--- config.mk ---
export PLATFORM = sky130hd
export DESIGN_NAME = im_loader
export DESIGN_NICKNAME = d
export VERILOG_FILES = /design/src/rtl/im_loader.sv
export SDC_FILE = /design/constraint.sdc
export NUM_CORES = 1
export LEC_CHECK = 0
export ABC_AREA = 1
export BUFFER_PORTS_ARGS = -buffer_cell sky130_fd_sc_hd__buf_2
export CAP_MARGIN = 25
export CORE_ASPECT_RATIO = 0.9
export CORE_MARGIN = 2
export CORE_UTILIZATION = 40
export DETAILED_ROUTE_END_ITERATION = 12
export GPL_TIMING_DRIVEN = 1
export PLACE_DENSITY = 0.62
export SYNTH_ARGS = -nofsm -noshare
export SYNTH_HDL_FRONTEND = slang
export SYNTH_SLANG_ARGS = --single-unit
--- constraint.sdc ---
create_clock -name clk -period 4.14 [get_ports clk]
set_input_delay 0.207 -clock clk [delete_from_list [all_inputs] [get_ports clk]]
set_output_delay 0.207 -clock clk [all_outputs]
set_load 0.05 [all_outputs]
--- src/rtl/im_loader.sv ---
`default_nettype none
// ============================================================================
// Module      : im_loader
// Description : Boot-time instruction-memory writer. Consumes a byte stream
//               (16-bit big-endian word count, then 4 bytes per word, MSB
//               first), assembles 32-bit words and writes them to consecutive
//               word addresses starting at BASE_ADDR. Holds the CPU core in
//               reset via cpu_hold while a load is in progress.
// Ports       : clk       - system clock, rising edge
//               reset     - asynchronous active-low reset
//               start     - one-cycle pulse, begins a load (IDLE only)
//               in_valid  - in_data holds a byte
//               in_data   - stream byte
//               in_ready  - loader accepts a byte this cycle
//               im_we     - instruction-memory write strobe
//               im_addr   - word-aligned byte address of the write
//               im_wdata  - instruction word
//               cpu_hold  - keep core (PC/fetch) in reset
//               done      - one-cycle pulse at end of load
//               err       - sticky: last header count was illegal
// Revision    : 1.0 - initial release
// ============================================================================
module im_loader #(
    parameter logic [31:0] BASE_ADDR   = 32'h0000_3000,
    parameter int          DEPTH_WORDS = 2048
) (
    input  logic        clk,
    input  logic        reset,
    input  logic        start,
    input  logic        in_valid,
    input  logic [7:0]  in_data,
    output logic        in_ready,
    output logic        im_we,
    output logic [31:0] im_addr,
    output logic [31:0] im_wdata,
    output logic        cpu_hold,
    output logic        done,
    output logic        err
);

    typedef enum logic [2:0] {
        IDLE = 3'd0,
        HDR0 = 3'd1,
        HDR1 = 3'd2,
        DATA = 3'd3,
        DONE = 3'd4
    } state_t;

    state_t      state;
    state_t      next_state;

    logic [15:0] count;
    logic [15:0] word_idx;
    logic [1:0]  byte_idx;
    logic [23:0] shift;

    logic        accept;
    logic [15:0] hdr_count;
    logic        hdr_bad;
    logic        last_write;

    assign accept    = in_valid & in_ready;
    assign hdr_count = {count[15:8], in_data};
    assign hdr_bad   = (hdr_count == 16'd0) ||
                       ({1'b0, hdr_count} > 17'(DEPTH_WORDS));
    // word_idx has already advanced past the word being written, so it
    // equals count exactly during the write cycle of the final word.
    assign last_write = im_we && (word_idx == count);

    // ------------------------------------------------------------------
    // State register
    // ------------------------------------------------------------------
    always_ff @(posedge clk or negedge reset) begin
        if (!reset) begin
            state <= IDLE;
        end else begin
            state <= next_state;
        end
    end

    // ------------------------------------------------------------------
    // Next-state and state-decoded outputs
    // ------------------------------------------------------------------
    always_comb begin
        next_state = state;
        in_ready   = 1'b0;
        done       = 1'b0;
        cpu_hold   = 1'b1;
        unique case (state)
            IDLE: begin
                cpu_hold = 1'b0;
                if (start) next_state = HDR0;
            end
            HDR0: begin
                in_ready = 1'b1;
                if (accept) next_state = HDR1;
            end
            HDR1: begin
                in_ready = 1'b1;
                if (accept) next_state = hdr_bad ? DONE : DATA;
            end
            DATA: begin
                // Ready stays high through the write cycle to sustain one
                // byte per clock across word boundaries.
                in_ready = 1'b1;
                if (last_write) next_state = DONE;
            end
            DONE: begin
                done       = 1'b1;
                next_state = IDLE;
            end
            default: begin
                next_state = IDLE;
            end
        endcase
    end

    // ------------------------------------------------------------------
    // Datapath: header capture, word assembly, memory write
    // ------------------------------------------------------------------
    always_ff @(posedge clk or negedge reset) begin
        if (!reset) begin
            count    <= 16'd0;
            word_idx <= 16'd0;
            byte_idx <= 2'd0;
            shift    <= 24'd0;
            im_we    <= 1'b0;
            im_addr  <= 32'd0;
            im_wdata <= 32'd0;
            err      <= 1'b0;
        end else begin
            im_we <= 1'b0;

            if ((state == IDLE) && start) begin
                err      <= 1'b0;
                count    <= 16'd0;
                word_idx <= 16'd0;
                byte_idx <= 2'd0;
            end

            if (accept) begin
                unique case (state)
                    HDR0: begin
                        count[15:8] <= in_data;
                    end
                    HDR1: begin
                        count[7:0] <= in_data;
                        if (hdr_bad) err <= 1'b1;
                    end
                    DATA: begin
                        byte_idx <= byte_idx + 2'd1;
                        shift    <= {shift[15:0], in_data};
                        if (byte_idx == 2'd3) begin
                            im_we    <= 1'b1;
                            im_wdata <= {shift, in_data};
                            im_addr  <= BASE_ADDR + {14'd0, word_idx, 2'b00};
                            word_idx <= word_idx + 16'd1;
                        end
                    end
                    default: begin
                    end
                endcase
            end
        end
    end

endmodule
`default_nettype wire

After elaboration in Yosys (flattened, before gate mapping)
Index checks and enable logic that the tools add are counted.
{"block": "word_totals", "reg_bits": 127, "in_bits": 12, "out_inout_bits": 69, "elab_cells": 60}
{"block": "op_classes", "eq_ne": 10, "n_mux": 27, "reduce_logical": 9, "order_cmp": 1, "bitwise": 1, "addsub": 3}
{"operator": "$mux 16", "count": 6}
{"operator": "$add 14x18->19 const A", "count": 1}
{"operator": "$add 16x1->16 const B", "count": 1}
{"operator": "$eq 16x16->1", "count": 1}
{"operator": "$gt 16x12->1 const B", "count": 1}
{"operator": "$logic_not 16->1", "count": 1}
{"operator": "$mux 8", "count": 2}
{"operator": "$mux 3", "count": 5}
{"operator": "$pmux 3 s4", "count": 1}
{"operator": "$mux 1", "count": 10}
{"operator": "$ne 2x2->1 const B", "count": 4}
{"operator": "$eq 3x2->1 const B", "count": 2}
{"operator": "$mux 2", "count": 3}
{"operator": "$reduce_and 4->1", "count": 1}
{"operator": "$eq 3x1->1 const B", "count": 1}
{"operator": "$eq 3x3->1 const B", "count": 1}
{"operator": "$logic_not 3->1", "count": 1}
{"operator": "$reduce_and 3->1", "count": 1}
{"operator": "$reduce_or 3->1", "count": 1}
{"operator": "$add 2x1->2 const B", "count": 1}
{"operator": "$eq 2x2->1 const B", "count": 1}
{"operator": "$logic_and 1x1->1", "count": 2}
{"operator": "$reduce_and 2->1", "count": 1}
{"operator": "$and 1x1->1", "count": 1}
{"operator": "$logic_or 1x1->1", "count": 1}

Longest topological paths before layout
{"block": "logic_depth", "ltp_word": 6, "depth_mapped": 11, "ltp_nobuf": 11}

Worst setup path before layout
OpenSTA, ideal clock, no wires.
{"block": "synth_timing", "path_type": "reg-to-reg", "from": "register word_idx[0]", "to": "register word_idx[12]", "n_path_buf": 0, "period_less_slack_ns": 1.491, "setup_ns": 0.127, "t_required_ns": 4.013, "arrival_ns": 1.364, "stages_incl_launch_ff": 9, "path_slack_ns": 2.649, "cell_sequence": "dfrtp_1 ha_1 inv_1 nor3_2 nand4_1 nor2_1 nand2_1 nand3_1 o21ai_0"}
{"block": "synth_via", "elab_chain_cells": 4}
{"item": "start, declared", "line_no": "53", "source": "logic [15:0] word_idx;"}
{"item": "start signal, assigned", "line_no": "157", "source": "word_idx <= word_idx + 16'd1;"}
{"item": "$add 16x1->16", "line_no": "157"}
{"item": "$mux 16", "line_no": "153", "source": "if (byte_idx == 2'd3) begin"}
{"item": "$mux 16", "line_no": "142", "source": "unique case (state)"}
{"item": "$mux 16", "line_no": "141", "source": "if (accept) begin"}
No other way between the ends.
A chain may end at the register's enable or synchronous reset.

Worst setup path in the final report
{"block": "layout_timing", "from": "register state[0]", "to": "register im_wdata[11]"}
{"block": "layout_via", "elab_chain_cells": 5, "elab_cells_between_ends": 7, "classes_between": "eq/ne (3); mux (1); bitwise (1); reduce/logical (2)"}
{"item": "start, declared", "line_no": "49", "source": "state_t state;"}
{"item": "start signal, assigned", "line_no": "77", "source": "state <= next_state;"}
{"item": "$eq 3x2->1, or another cell as far along", "line_no": "89, 142"}
{"item": "$reduce_or 3->1 (no source line)"}
{"item": "$mux 1", "line_no": "89", "source": "unique case (state)"}
{"item": "$and 1x1->1", "line_no": "62", "source": "assign accept = in_valid & in_ready;"}
{"item": "$reduce_and 3->1 (no source line) (*)"}
{"item": "end signal, assigned", "line_no": "155", "source": "im_wdata <= {shift, in_data};"}
{"item": "end, declared", "line_no": "35", "source": "output logic [31:0] im_wdata,"}
Mark *: on every way between the ends. The rest lies on a longest branch, timed or not.

==> metrics.cfg <==
[status]
status = finished clean

[hold_path]
min_path_type = primary input to register

[clock_network]
cts_max_level = 3
clock_latency_ns = 0.35
clock_path_buffers = 2
cts_root_buf = clkbuf_16
clk_pin_slew_worst_paths_ns = 0.08
cts_buffers = 9
cts.sinks = 112
cts_tree = yes
cts_setup_buffers = 0

[detailed_routing]
wl_per_cell_um = 13.2
drc = 0
drtIter0Drc = 269
dr.pass1.iters = 4
routed_wl_mm = 11.0
num_vias = 3977
final_antenna_net_count = 0
via_per_inst = 4.78

[synthesis]
synth_top_area_share_pct = 55.4
yosysUniqueCellTypes = 33
ys.flop_type = dfrtp_1
synth_area_um2 = 5060
yosys_warnings = 0
synthTopCellsByCount = nand2_1 (179), dfrtp_1 (112), o21ai_0 (91)
async_reset_ff_share_pct = 100
synth-edff-count = 0
synth_largest_area_cell = dfrtp_1
synth_cells = 608
synth_most_common_cell = nand2_1
ys_ff_latch = 112
yosysSeqAreaShare_pct = 55.4
synth_area_leaders = dfrtp_1 (55%), nand2_1 (13%), o21ai_0 (9.0%)
synth_area_per_cell_um2 = 8.33

[placed_design]
dpl.cell_count = 815
placed_cell_area_um2 = 5480
hpwl_mm = 7.90
gp_congestion = 0.865
io_buffers = 65

[worst_setup_path]
path_cells = inv_1 -> nor2_2 -> nand2_1 -> inv_2 -> nand2_4 -> nor2_8 -> inv_2 -> buf_4 -> o21ai_0
critPathBufInv = 4
crit_type = register to register
worst-path-max-fanout = 53
crit_top_cell = inv_2
critPathSlowestCell = inv_2
cpPeakStageDelay_ns = 0.58
crit_arrival_ns = 2.71
cp_data_required_time_ns = 4.36
cp-start-kind = register
critical-path-top-delay-family = buffers and inverters
cp-end-kind = register

[global_route]
grt_overflow = 0
grtUsageMet3_pct = 2.83
use_met2_pct = 26.3
grt-busiest-layer = met2
grt_max_degree = 68
grt_pass1_wl_mm = 18.5
groute.usage.overall_pct = 17.2
grt_use_met1_pct = 25.2
grt_pass1_vias = 3737
antenna_found_initial = 0

[pwr]
vdd_drop_max_mv = 0.231
powerDensity_nw_per_um2 = 551
power_mw = 3.20
p_leak_nw = 3.08

[die]
dieArea_um2 = 13600
ios = 81
die_w_um = 123
coreArea_um2 = 12200
initial_core_util_pct = 41.4
rows = 38
die_h_um = 111

[timing]
finalSetupViolCount = 0
min_period_ns = 2.49
timing.final.crit_share_pct = 60.2
rsz0062_at_grt = false
finalSetupTns_ns = 0
fmax_ghz = 0.401
maxSlewHeadroom_pct = 38.5
skew_ns = 0.00816
drv_slew = 0
worst_pin_slew_ns = 0.921
hold_viol = 0

[final_layout]
area_delta_synth_final_pct = 14.6
antenna_cells = 0
fin_area_um2 = 5800
layout-drive-gt1-share_pct = 13.7
final_net_count = 683
utilization_pct = 47.5
fin_cells = 832

[job]
maxCapViolCount = 0

-- cells in the final DEF, fill, tap and decap left out, types with 2 or more instances in the layout --
master	instances
dfrtp_1	112
nand4_1	4
a21oi_1	5
inv_8	2
nand2_1	179
conb_1	15
buf_2	64
xor2_1	3
clkbuf_16	9
ha_1	4
inv_2	2
o22ai_1	2
nand3_1	35
o21ai_0	91
nor2_1	34
o21ai_1	5
inv_1	75
buf_4	3
inv_6	2
nor3_1	4
xnor2_1	4
-- repair_timing --
| action | 4_1_cts | 5_1_grt |
|---|---|---|
| hold endpoints to repair | 19 | 0 |
| gates resized for setup | 0 | 0 |
| hold buffers | 1 | 0 |
-- area by class of cell --
cell class,count,area (µm²)
Clock buffer,9,225
Clock inverter,7,83.8
Fill cell,1224,6420
Inverter,77,289
Multi-Input combinational cell,398,1820
Sequential cell,112,2800
Tap cell,160,200
Timing Repair Buffer,69,380
-- through the flow --
stage	setup slack [ns]	hold WS (ns)
after detailed placement	1.64	0.116
after global routing	1.34	0.227
after CTS	1.62	0.215
after floorplan	2.65	-0.0886
after global placement	1.72	0.452
final	1.65	0.209
-- power by group --
group | total (mW) | internal [mW] | leakage (nW) | switching [mW]
combinational | 0.862 | 0.255 | 1.40 | 0.607
sequential | 1.44 | 1.29 | 1.53 | 0.147
clock | 0.897 | 0.483 | 0.154 | 0.414
-- worst reg2reg max path, delay by kind of cell, from the launching register on --
kind / cells / cell delay (ns)
AND/OR/NAND/NOR: 4 / 0.66
flip-flops: 1 / 0.39
buffers and inverters: 4 / 1.18
AO/OA/AOI/OAI: 1 / 0.15
-- metal layers --
layer,share of wire (%),wire (µm)
met1,49,5390
met2,45,4900
met3,5.3,583
met4,1.1,125
met5,0,0
-- flip-flops by register name (all words and copies together), names as in the netlist --
| register | flops |
|---|---|
| byte_idx | 2 |
| word_idx | 16 |
| count | 16 |
| err | 1 |
| im_addr | 17 |
| im_we | 1 |
| shift | 24 |
| im_wdata | 32 |
| state | 3 |
-- worst paths after layout --
| kind | startpoint | end | slack, ns | depth (start not counted) |
|---|---|---|---|---|
| setup / recovery | state[0] | im_wdata[11] | 1.65 | 9 |
| hold / removal | in_data[6] | shift[6] | 0.21 | 3 |
| setup reg to reg | state[0] | im_wdata[11] | 1.65 | 9 |
| hold reg to reg | im_wdata[29] | im_wdata[29] | 0.47 | 2 |
| max in group asynchronous | reset | err | 2.86 | 4 |
| min in group asynchronous | reset | shift[6] | 0.27 | 2 |
-- cell families (layout without fill, tap and decap cells) --
kind of cell,after synthesis,in the layout,share of synthesized area (%)
buffers and inverters,112,162,9.71
flip-flops,112,112,55.4
other,1,15,0.0741
adder cells (fa/ha/maj),4,4,0.989
XOR/XNOR,7,7,1.21
AO/OA/AOI/OAI,108,108,11.0
AND/OR/NAND/NOR,264,264,21.7
(Power assumes the default switching activity.)
